<file path="config.mk">
export PLATFORM = sky130hd
export DESIGN_NAME = mem_requester
export DESIGN_NICKNAME = d
export VERILOG_FILES = /design/src/rtl/mem_requester.sv
export SDC_FILE = /design/constraint.sdc
export NUM_CORES = 1
export LEC_CHECK = 0
export CAP_MARGIN = 25
export CORE_AREA = 3 3 403 405
export DETAILED_ROUTE_END_ITERATION = 6
export DIE_AREA = 0 0 406 408
export HOLD_SLACK_MARGIN = 0.15
export PLACE_DENSITY_LB_ADDON = 0.2
export SYNTH_ARGS = -nofsm -noshare
export SYNTH_HDL_FRONTEND = slang
export SYNTH_SLANG_ARGS = --single-unit
</file>
<file path="constraint.sdc">
create_clock -name clk -period 2.6 [get_ports clk]
set_input_delay 0.26 -clock clk [delete_from_list [all_inputs] [get_ports clk]]
set_output_delay 0.26 -clock clk [all_outputs]
set_load 0.01 [all_outputs]
</file>
<file path="src/rtl/mem_requester.sv">
// mem_requester: 2-deep request FIFO feeding a single-outstanding 256-bit memory bus initiator.
// Define MEM_FIXED_LATENCY_EN to complete after MEM_LAT wait cycles instead of memFleg/timeout.
module mem_requester #(
    parameter int ADDR_W  = 8,
    parameter int DATA_W  = 256,
    parameter int TIMEOUT = 16,
    parameter int MEM_LAT = 1
) (
    input  logic              clk,
    input  logic              rst_n,
    input  logic              req_valid,
    output logic              req_ready,
    input  logic              req_rw,
    input  logic [ADDR_W-1:0] req_addr,
    input  logic [DATA_W-1:0] req_wdata,
    output logic              resp_valid,
    input  logic              resp_ready,
    output logic              resp_rw,
    output logic [DATA_W-1:0] resp_rdata,
    output logic              resp_err,
    output logic              memEN,
    output logic              memRW,
    output logic [ADDR_W-1:0] memAddr,
    output logic [DATA_W-1:0] toMemBus,
    input  logic [DATA_W-1:0] memBus,
    input  logic              memFleg
);

    localparam int CNT_MAX = (TIMEOUT > MEM_LAT) ? TIMEOUT : MEM_LAT;
    localparam int CNT_W   = $clog2(CNT_MAX) + 1;

    typedef enum logic [1:0] {
        IDLE,
        ISSUE,
        WAIT,
        RESP
    } state_t;

    state_t state;

    logic [ADDR_W-1:0] qAddr [2];
    logic [DATA_W-1:0] qData [2];
    logic [1:0]        qRw;
    logic              wrPtr;
    logic              rdPtr;
    logic [1:0]        count;
    logic [1:0]        countNext;
    logic [CNT_W-1:0]  waitCnt;
    logic              push;
    logic              pop;

    assign push = req_valid && req_ready;
    assign pop  = (state == IDLE) && (count != 2'd0);

    always_comb begin
        countNext = count;
        if (push && !pop) begin
            countNext = count + 2'd1;
        end else if (pop && !push) begin
            countNext = count - 2'd1;
        end
    end

    // req_ready is registered from the next occupancy so it never depends on req_valid
    always_ff @(posedge clk or negedge rst_n) begin
        if (!rst_n) begin
            count     <= '0;
            wrPtr     <= 1'b0;
            rdPtr     <= 1'b0;
            req_ready <= 1'b1;
            qRw       <= '0;
            for (int i = 0; i < 2; i++) begin
                qAddr[i] <= '0;
                qData[i] <= '0;
            end
        end else begin
            count     <= countNext;
            req_ready <= (countNext != 2'd2);
            if (push) begin
                qAddr[wrPtr] <= req_addr;
                qData[wrPtr] <= req_wdata;
                qRw[wrPtr]   <= req_rw;
                wrPtr        <= ~wrPtr;
            end
            if (pop) begin
                rdPtr <= ~rdPtr;
            end
        end
    end

    always_ff @(posedge clk or negedge rst_n) begin
        if (!rst_n) begin
            state      <= IDLE;
            waitCnt    <= '0;
            memEN      <= 1'b0;
            memRW      <= 1'b0;
            memAddr    <= '0;
            toMemBus   <= '0;
            resp_valid <= 1'b0;
            resp_rw    <= 1'b0;
            resp_rdata <= '0;
            resp_err   <= 1'b0;
        end else begin
            unique case (state)
                IDLE: begin
                    if (pop) begin
                        memEN    <= 1'b1;
                        memRW    <= qRw[rdPtr];
                        memAddr  <= qAddr[rdPtr];
                        toMemBus <= qRw[rdPtr] ? '0 : qData[rdPtr];
                        state    <= ISSUE;
                    end
                end
                ISSUE: begin
                    memEN   <= 1'b0;
                    waitCnt <= '0;
                    state   <= WAIT;
                end
                WAIT: begin
`ifdef MEM_FIXED_LATENCY_EN
                    if (waitCnt == CNT_W'(MEM_LAT - 1)) begin
                        resp_rdata <= memRW ? memBus : '0;
                        resp_err   <= 1'b0;
                        resp_rw    <= memRW;
                        resp_valid <= 1'b1;
                        state      <= RESP;
                    end else begin
                        waitCnt <= waitCnt + 1'b1;
                    end
`else
                    // completion is checked first so it beats the terminal count
                    if (memFleg) begin
                        resp_rdata <= memRW ? memBus : '0;
                        resp_err   <= 1'b0;
                        resp_rw    <= memRW;
                        resp_valid <= 1'b1;
                        state      <= RESP;
                    end else if (waitCnt == CNT_W'(TIMEOUT - 1)) begin
                        resp_rdata <= '0;
                        resp_err   <= 1'b1;
                        resp_rw    <= memRW;
                        resp_valid <= 1'b1;
                        state      <= RESP;
                    end else begin
                        waitCnt <= waitCnt + 1'b1;
                    end
`endif
                end
                RESP: begin
                    if (resp_ready) begin
                        resp_valid <= 1'b0;
                        state      <= IDLE;
                    end
                end
                default: state <= IDLE;
            endcase
        end
    end

endmodule

</file>
Yosys cells after proc, flatten, opt, wreduce, memory -nomap -nowiden --
Cells that the tools add are included.
Word-level totals: memories kept 0, memory bits (writable) 0, bits in latches 0, input bits 526, register bits after elaboration 1067, ROM bits 0
Cells by class: equality and inequality tests 10, $add $sub $neg 3, divide/modulo/power cells 0, shift operators 0, $mul 0, muxes and demuxes 40, bitwise operators 4, reduce and logical (&&, ||, !) cells 20, order comparisons 6
Operators with widths (count):
- two-way mux 256 bit | 8
- bitwise mux 512 bit | 1
- demux 256 bit (select 1 bit) | 1
- two-way mux 8 bit | 4
- bitwise mux 16 bit | 1
- two-way mux 2 bit | 6
- two-way mux 1 bit | 10
- two-way mux 5 bit | 2
- != test 2 bit (second input constant) | 5
- one-hot mux 5 bit (2 select lines) | 1
- nonzero test 2 bit | 5
- AND reduction 3 bit | 3
- demux 8 bit (select 1 bit) | 1
- one-hot mux 2 bit (4 select lines) | 1
- logical AND 1 bit | 6
- AND reduction 2 bit | 3
- adder 5 x 1 -> 5 bit (second input constant) | 1
- equality test 5 x 4 -> 1 bit (second input constant) | 1
- equality test 2 bit (second input constant) | 2
- >= comparator 2 bit (second input constant) | 2
- less-than comparator 1 x 2 -> 1 bit (second input constant) | 2
- NOT 1 -> 2 bit | 2
- one-hot mux 1 bit (2 select lines) | 2
- != test 3 bit (second input constant) | 1
- 10 further kinds | 12

Logic depth before layout (Yosys ltp) --
word-level depth 6, depth in mapped cells 8, depth with buffers taken out 7

Least setup slack after synthesis --
No wires, ideal clock.
path type reg-to-reg, from register waitCnt[0], to register resp_valid, slack 0.665 ns, required time 2.475 ns, arrival time 1.810 ns, buffers on the path 2, stages on the path, launching flop included 9, cells stage by stage dfrtp_1 > ha_1 > and3_1 > ha_1 > o21ai_1 > buf_2 > buf_2 > o21ai_0 > o2bb2ai_1
Between the ends: cells in the longest elaborated chain, start to end 3
Ends and longest elaborated chain:
- start: declaration | line 48 | logic [CNT_W-1:0] waitCnt;
- start signal: assignment | line 145 | waitCnt <= waitCnt + 1'b1;
- equality test 5 x 4 -> 1 bit | line 138 | end else if (waitCnt == CNT_W'(TIMEOUT - 1)) begin
- != test 3 bit (no source line)
- AND reduction 3 bit (no source line)
- end signal: assignment | line 136 | resp_valid <= 1'b1;
- end signal: assignment | line 142 | resp_valid <= 1'b1;
- end signal: assignment | line 151 | resp_valid <= 1'b0;
- end: declaration | line 16 | output logic resp_valid,
No other way between the ends. A chain may end at the register's enable or synchronous reset.

Worst setup path after layout --
from register resp_rdata[48], to output resp_rdata[48]
RTL lines:
- start: declaration | line 19 | output logic [DATA_W-1:0] resp_rdata,
- start signal: assignment | line 133 | resp_rdata <= memRW ? memBus : '0;
No word-level cell between the ends.

==> flow_summary.yaml <==
worst_setup_path:
  cp_max_fo: 3
  worstPathRequired_ps: 2340
  critPathMaxStageDelay_ps: 690
  worst_setup_path_end_kind: "output pin"
  crit_arrival_ps: 2080
  path_cells: "clkdlybuf4s50_1"
  crit_type: "flop to output pin"
  crit_family: "buffers and inverters"
  start_kind: "flop"
  cp_num_buf_inv: 1
  crit_path_top_delay_cell: "clkdlybuf4s50_1"
floorplanning:
  die_area_um2: 165600
  core_region_area_um2: 158700
  die_height_um: 408
  start_util: 0.2673
  io_pins: 1052
  rows: 146
  fp.dieW_um: 406
routing:
  drtIter0Drc: 1727
  met1_length_um: 73160
  wl_per_cell_um: 26.40
  met3_length_um: 12080
  drtPass1Iterations: 5
  vias: 30756
  highest_layer: "met5"
  wirelength_um: 176400
  viasPerCell: 4.603
  antenna_left: 0
  dr_wl_met2_um: 85020
  route.detailed.drc: 0
yosys:
  syn_nets: 3459
  ys_seq_area_frac: 0.6294
  avgSynthCellArea_um2: 14.50
  syn-instance-count: 2925
  synth_edf_count: 0
  yosysWarnings: 0
  synth_cell_types: 36
  synth-seq-cells: 1067
  yosys_most_used_dff: "dfrtp_1"
  synthArstFlopShare: 1.000
  syn_area_um2: 42430
cts:
  clk_pin_slew_ps: 60
  clk_latency_ps: 730
  cts.sinks: 1067
  htree_levels: 4
  cts_buffers: 132
  tritoncts: "built"
  cts_buffer_depth: 3
  root_buffer: "clkbuf_16"
  cts_resized: 0
timing:
  rsz0062_at_grt: "no"
  max_freq_mhz: 426.7
  finClkSkew_ps: 33.16
  slew_headroom: 0.5279
  tightest_slew_ps: 708.2
  holdWs_ps: 220.8
  setup_viol: 0
  period_needed_ps: 2344
  period_share: 0.9015
  setup_tns_ps: 0
  worst_slack_ps: 256.2
  drv_slew: 0
  hold_viol: 0
global_route:
  grt_pass1_vias: 32668
  track_usage: 0.2089
  overflow: 0
  antenna_found_initial: 47
  grt_start_max_net_pins: 85
  grt_pass1_wl_um: 251000
run_status:
  status: "finished, final reports clean"
pwr:
  swShare: 0.3400
  p_switching_mw: 26.55
  combPwrFrac: 0.395
  powerDensity_nw_per_um2: 1202
  clockPowerShare: 0.237
  peakVddDrop_uv: 572.2
  power.internal_mw: 51.53
  seqPwrFrac: 0.368
  leakagePower_nw: 28.95
cells_and_area:
  area_growth_pct: 53.16
  drive_gt1_frac: 0.1873
  nets: 5017
  stdcell_count: 6682
placed_design:
  dpl.cell_count: 5959
  gp_congestion: 0.9157
  pre_cts_slack_ps: 318.3
  hpwl_um: 129900
  place.port_buffers: 1051
run:
  cap_viol_max_count: 0
hold_path:
  hold_class: "input port to asynchronous set/reset pin"
final timing paths:
path	from	endpoint	slack (ps)	cells past startpoint
setup / recovery	resp_rdata[48]	resp_rdata[48]	260	1
hold / removal	rst_n	qData[258]	220	2
setup reg to reg	waitCnt[0]	resp_rdata[212]	510	7
hold reg to reg	toMemBus[137]	toMemBus[137]	480	2
max in group asynchronous	rst_n	toMemBus[133]	1100	3
min in group clk	memBus[99]	resp_rdata[99]	220	2
power by group through the flow:
stage	Combinational, mW	Clock, mW	Sequential [mW]
floorplan	15.4	0	28.6
detailed placement	30.6	0	28.7
global route	32.9	19.9	29.6
finish	30.8	18.5	28.7
CTS	31.4	19.2	28.6
global placement	30.3	0	28.7
routing by layer:
| metal | vias up | track usage |
|---|---|---|
| li1 | 13610 | - |
| met1 | 15958 | 0.2624 |
| met2 | 918 | 0.3471 |
| met3 | 248 | 0.05880 |
| met4 | 22 | 0.06407 |
| met5 | - | 0 |
synth_stat cells, types with 2 or more instances:
master	count	area share
o31ai_1	2	0.00035
mux2_2	295	0.078
o21ai_0	269	0.032
nand2b_1	3	0.00044
ha_1	8	0.0024
inv_1	8	0.00071
o211ai_1	2	0.00035
buf_2	104	0.012
nand3_1	2	0.00024
a21oi_1	4	0.00047
nor2_1	5	0.00044
mux2_4	239	0.085
clkbuf_1	73	0.0065
buf_6	16	0.0042
buf_8	11	0.0039
nand2_1	274	0.024
xnor2_1	3	0.00062
and3_1	2	0.00029
dfrtp_1	1066	0.63
mux2i_1	267	0.063
a22o_1	257	0.053
registers in the layout (all words and copies together), names as in the netlist, 2 cells and up:
signal,flops
qRw,2
resp_rdata,256
count,2
toMemBus,256
qAddr,16
state,2
qData,512
memAddr,8
waitCnt,5
cell usage in the layout, fill, tap and decap left out, types with 3 or more instances in the layout:
master,n
mux2_4,239
xnor2_1,3
nor2_1,5
dfrtp_1,1065
a22o_1,257
ha_1,8
o21ai_0,269
inv_16,6
clkinv_2,13
clkbuf_16,136
diode_2,28
clkbuf_1,36
buf_12,50
bufinv_16,3
inv_6,3
inv_1,8
clkbuf_8,31
clkdlybuf4s50_1,1050
nand2_1,273
mux2_2,295
buf_4,67
a21oi_1,4
dlygate4sd3_1,462
mux2i_1,267
kinds of logic (layout without fill, tap and decap cells):
family | count (synthesis) | count (layout) | synth area share
buf+inv | 214 | 1871 | 0.02813
flops | 1067 | 1067 | 0.6294
xor+xnor | 4 | 4 | 0.0008259
other cells | 0 | 28 | 0
simple gates | 292 | 292 | 0.02657
fa+ha+maj | 8 | 8 | 0.002359
mux | 801 | 801 | 0.2259
compound gates | 539 | 539 | 0.08685
cell type report:
cell class	instances	area (µm²)
fill	14958	93760
sequential	1067	26710
timing repair buffer	1630	16650
multi-input combinational	1644	14580
clock buffer	203	3965
tap	2072	2592
clock inverter	30	387.9
antenna	28	70.07
inverter	8	30.03
through the flow:
stage	instance area (µm²)	util	power, mW
CTS	64910	0.4089	79.25
floorplan	42430	-	44.07
detailed placement	55930	0.3524	59.33
finish	64980	0.4093	78.08
global placement	55930	0.3524	58.97
global route	64950	0.4092	82.38
repair_timing:
action,in CTS,in global routing
endpoints found under the hold margin,1655,0
setup buffers,0,0
hold buffers,462,0
Note: power is estimated with default switching activity, not from simulation.
==> RTL edit (same settings) <==
Compare `waitCnt` against `CNT_W'(TIMEOUT - 1)` with >= in place of ==.
--- a/src/rtl/mem_requester.sv
+++ b/src/rtl/mem_requester.sv
@@ -136,5 +136,5 @@
                         resp_valid <= 1'b1;
                         state      <= RESP;
-                    end else if (waitCnt == CNT_W'(TIMEOUT - 1)) begin
+                    end else if (waitCnt >= CNT_W'(TIMEOUT - 1)) begin
                         resp_rdata <= '0;
                         resp_err   <= 1'b1;
Behaviour: same outputs for any inputs over 4 cycles, from zero or initial values and one cycle with rst_n low; that may be too few to reach the edited logic, so the function may still have changed.
==> RTL edit against the original RTL <==
Global-route usage decreased by 0.13 points. Worst setup slack got worse by 0.031 ns. Power up 4.1%. Area after synthesis up 0.36%. Wire length down 0.52%. Sequential share of layout area down 0.26 points. Final area up 0.64%. Clock skew rose by 0.0043 ns. First-iteration DRC count up 23%. Die area did not move. Sequential cell count unchanged.
==> RTL edit: results (changes against the original RTL) <==
[global_routing]
gr-usage-all-layers_pct=20.76  ; -0.13 points
grtUsageMet1_pct=26.97  ; +0.73 points
grt_max_degree=98  ; +15%
antenna_found_initial=37  ; -21%
use_met2_pct=33.53  ; -1.2 points
use_met3_pct=5.445  ; -0.43 points
grt_pass1_vias=32910  ; +0.74%
grt_pass1_wl_um=249800  ; -0.47%

[pwr]
irDropWorstVdd_mv=0.6254  ; +9.3%
switching_share_pct=34.53  ; +0.53 points
p_leak_nw=29.12  ; +0.57%
comb_power_share_pct=40.0  ; +0.5 points

[place]
placed_area_um2=55970  ; about the same
hpwl_um=128100  ; -1.3%
dpl.cell_count=5964  ; +0.084%

[sta]
max_slew_margin_pct=54.03  ; +1.2 points
fin_skew_ns=0.03749  ; +0.004324 ns

[drt]
wl_met1_um=75220  ; +2.8%
first_iter_violations=2120  ; +23%
wl_met3_um=11860  ; -1.9%
wl_per_cell_um=26.11  ; -1.1%
vias=31190  ; +1.4%

[clock_network]
holdBufCountCts=494  ; +6.9%
clkLatencyLatePin_ns=0.77  ; +0.04 ns

[cells_and_area]
fillers=14860  ; -0.69%
fin_nets=5054  ; +0.74%
drive_gt1_share_pct=18.80  ; +0.072 points
final_cells=6722  ; +0.60%

[min_path]
hold_path_class=in -> reg

[critical_path]
crit_path_max_fanout=2  ; -1
cpLargestDelayFamily=flip-flops

[logic_synthesis]
syn_inst=2926  ; +0.034%
synthAdderAreaFrac_pct=0.2351  ; -0.00084 points
yosys-top-cells-area=dfrtp_1 (63%), mux2_4 (8.4%), mux2_2 (7.7%)
synth_compound_area_share_pct=8.716  ; +0.031 points
synthMuxAreaShare_pct=22.40  ; -0.18 points
seq_area_frac_synth_pct=62.71  ; -0.22 points

[status]
status=finished, final reports clean

==> RTL edit: cell type report <==
cell class / instances / share of cell area [%]
Antenna cell: 27 / 0.1033
Clock buffer: 204 / 6.098
Clock inverter: 33 / 0.6390
Inverter: 8 / 0.04592
Multi-Input combinational cell: 1646 / 22.31
Sequential cell: 1067 / 40.84
Tap cell: 2072 / 3.964
Timing Repair Buffer: 1665 / 26.00
==> RTL edit: path summary, 6_finish.rpt <==
path | start | end | slack (ns) | cells after the start
worst min register to register | count[0] | req_ready | 0.45 | 1
max in group asynchronous | rst_n | toMemBus[252] | 1.61 | 3
worst max-delay path | resp_rdata[79] | resp_rdata[79] | 0.23 | 1
worst max register to register | waitCnt[0] | resp_rdata[122] | 0.23 | 8
worst min-delay path | req_wdata[146] | qData[402] | 0.22 | 2
min in group asynchronous | rst_n | resp_rdata[142] | 0.41 | 3
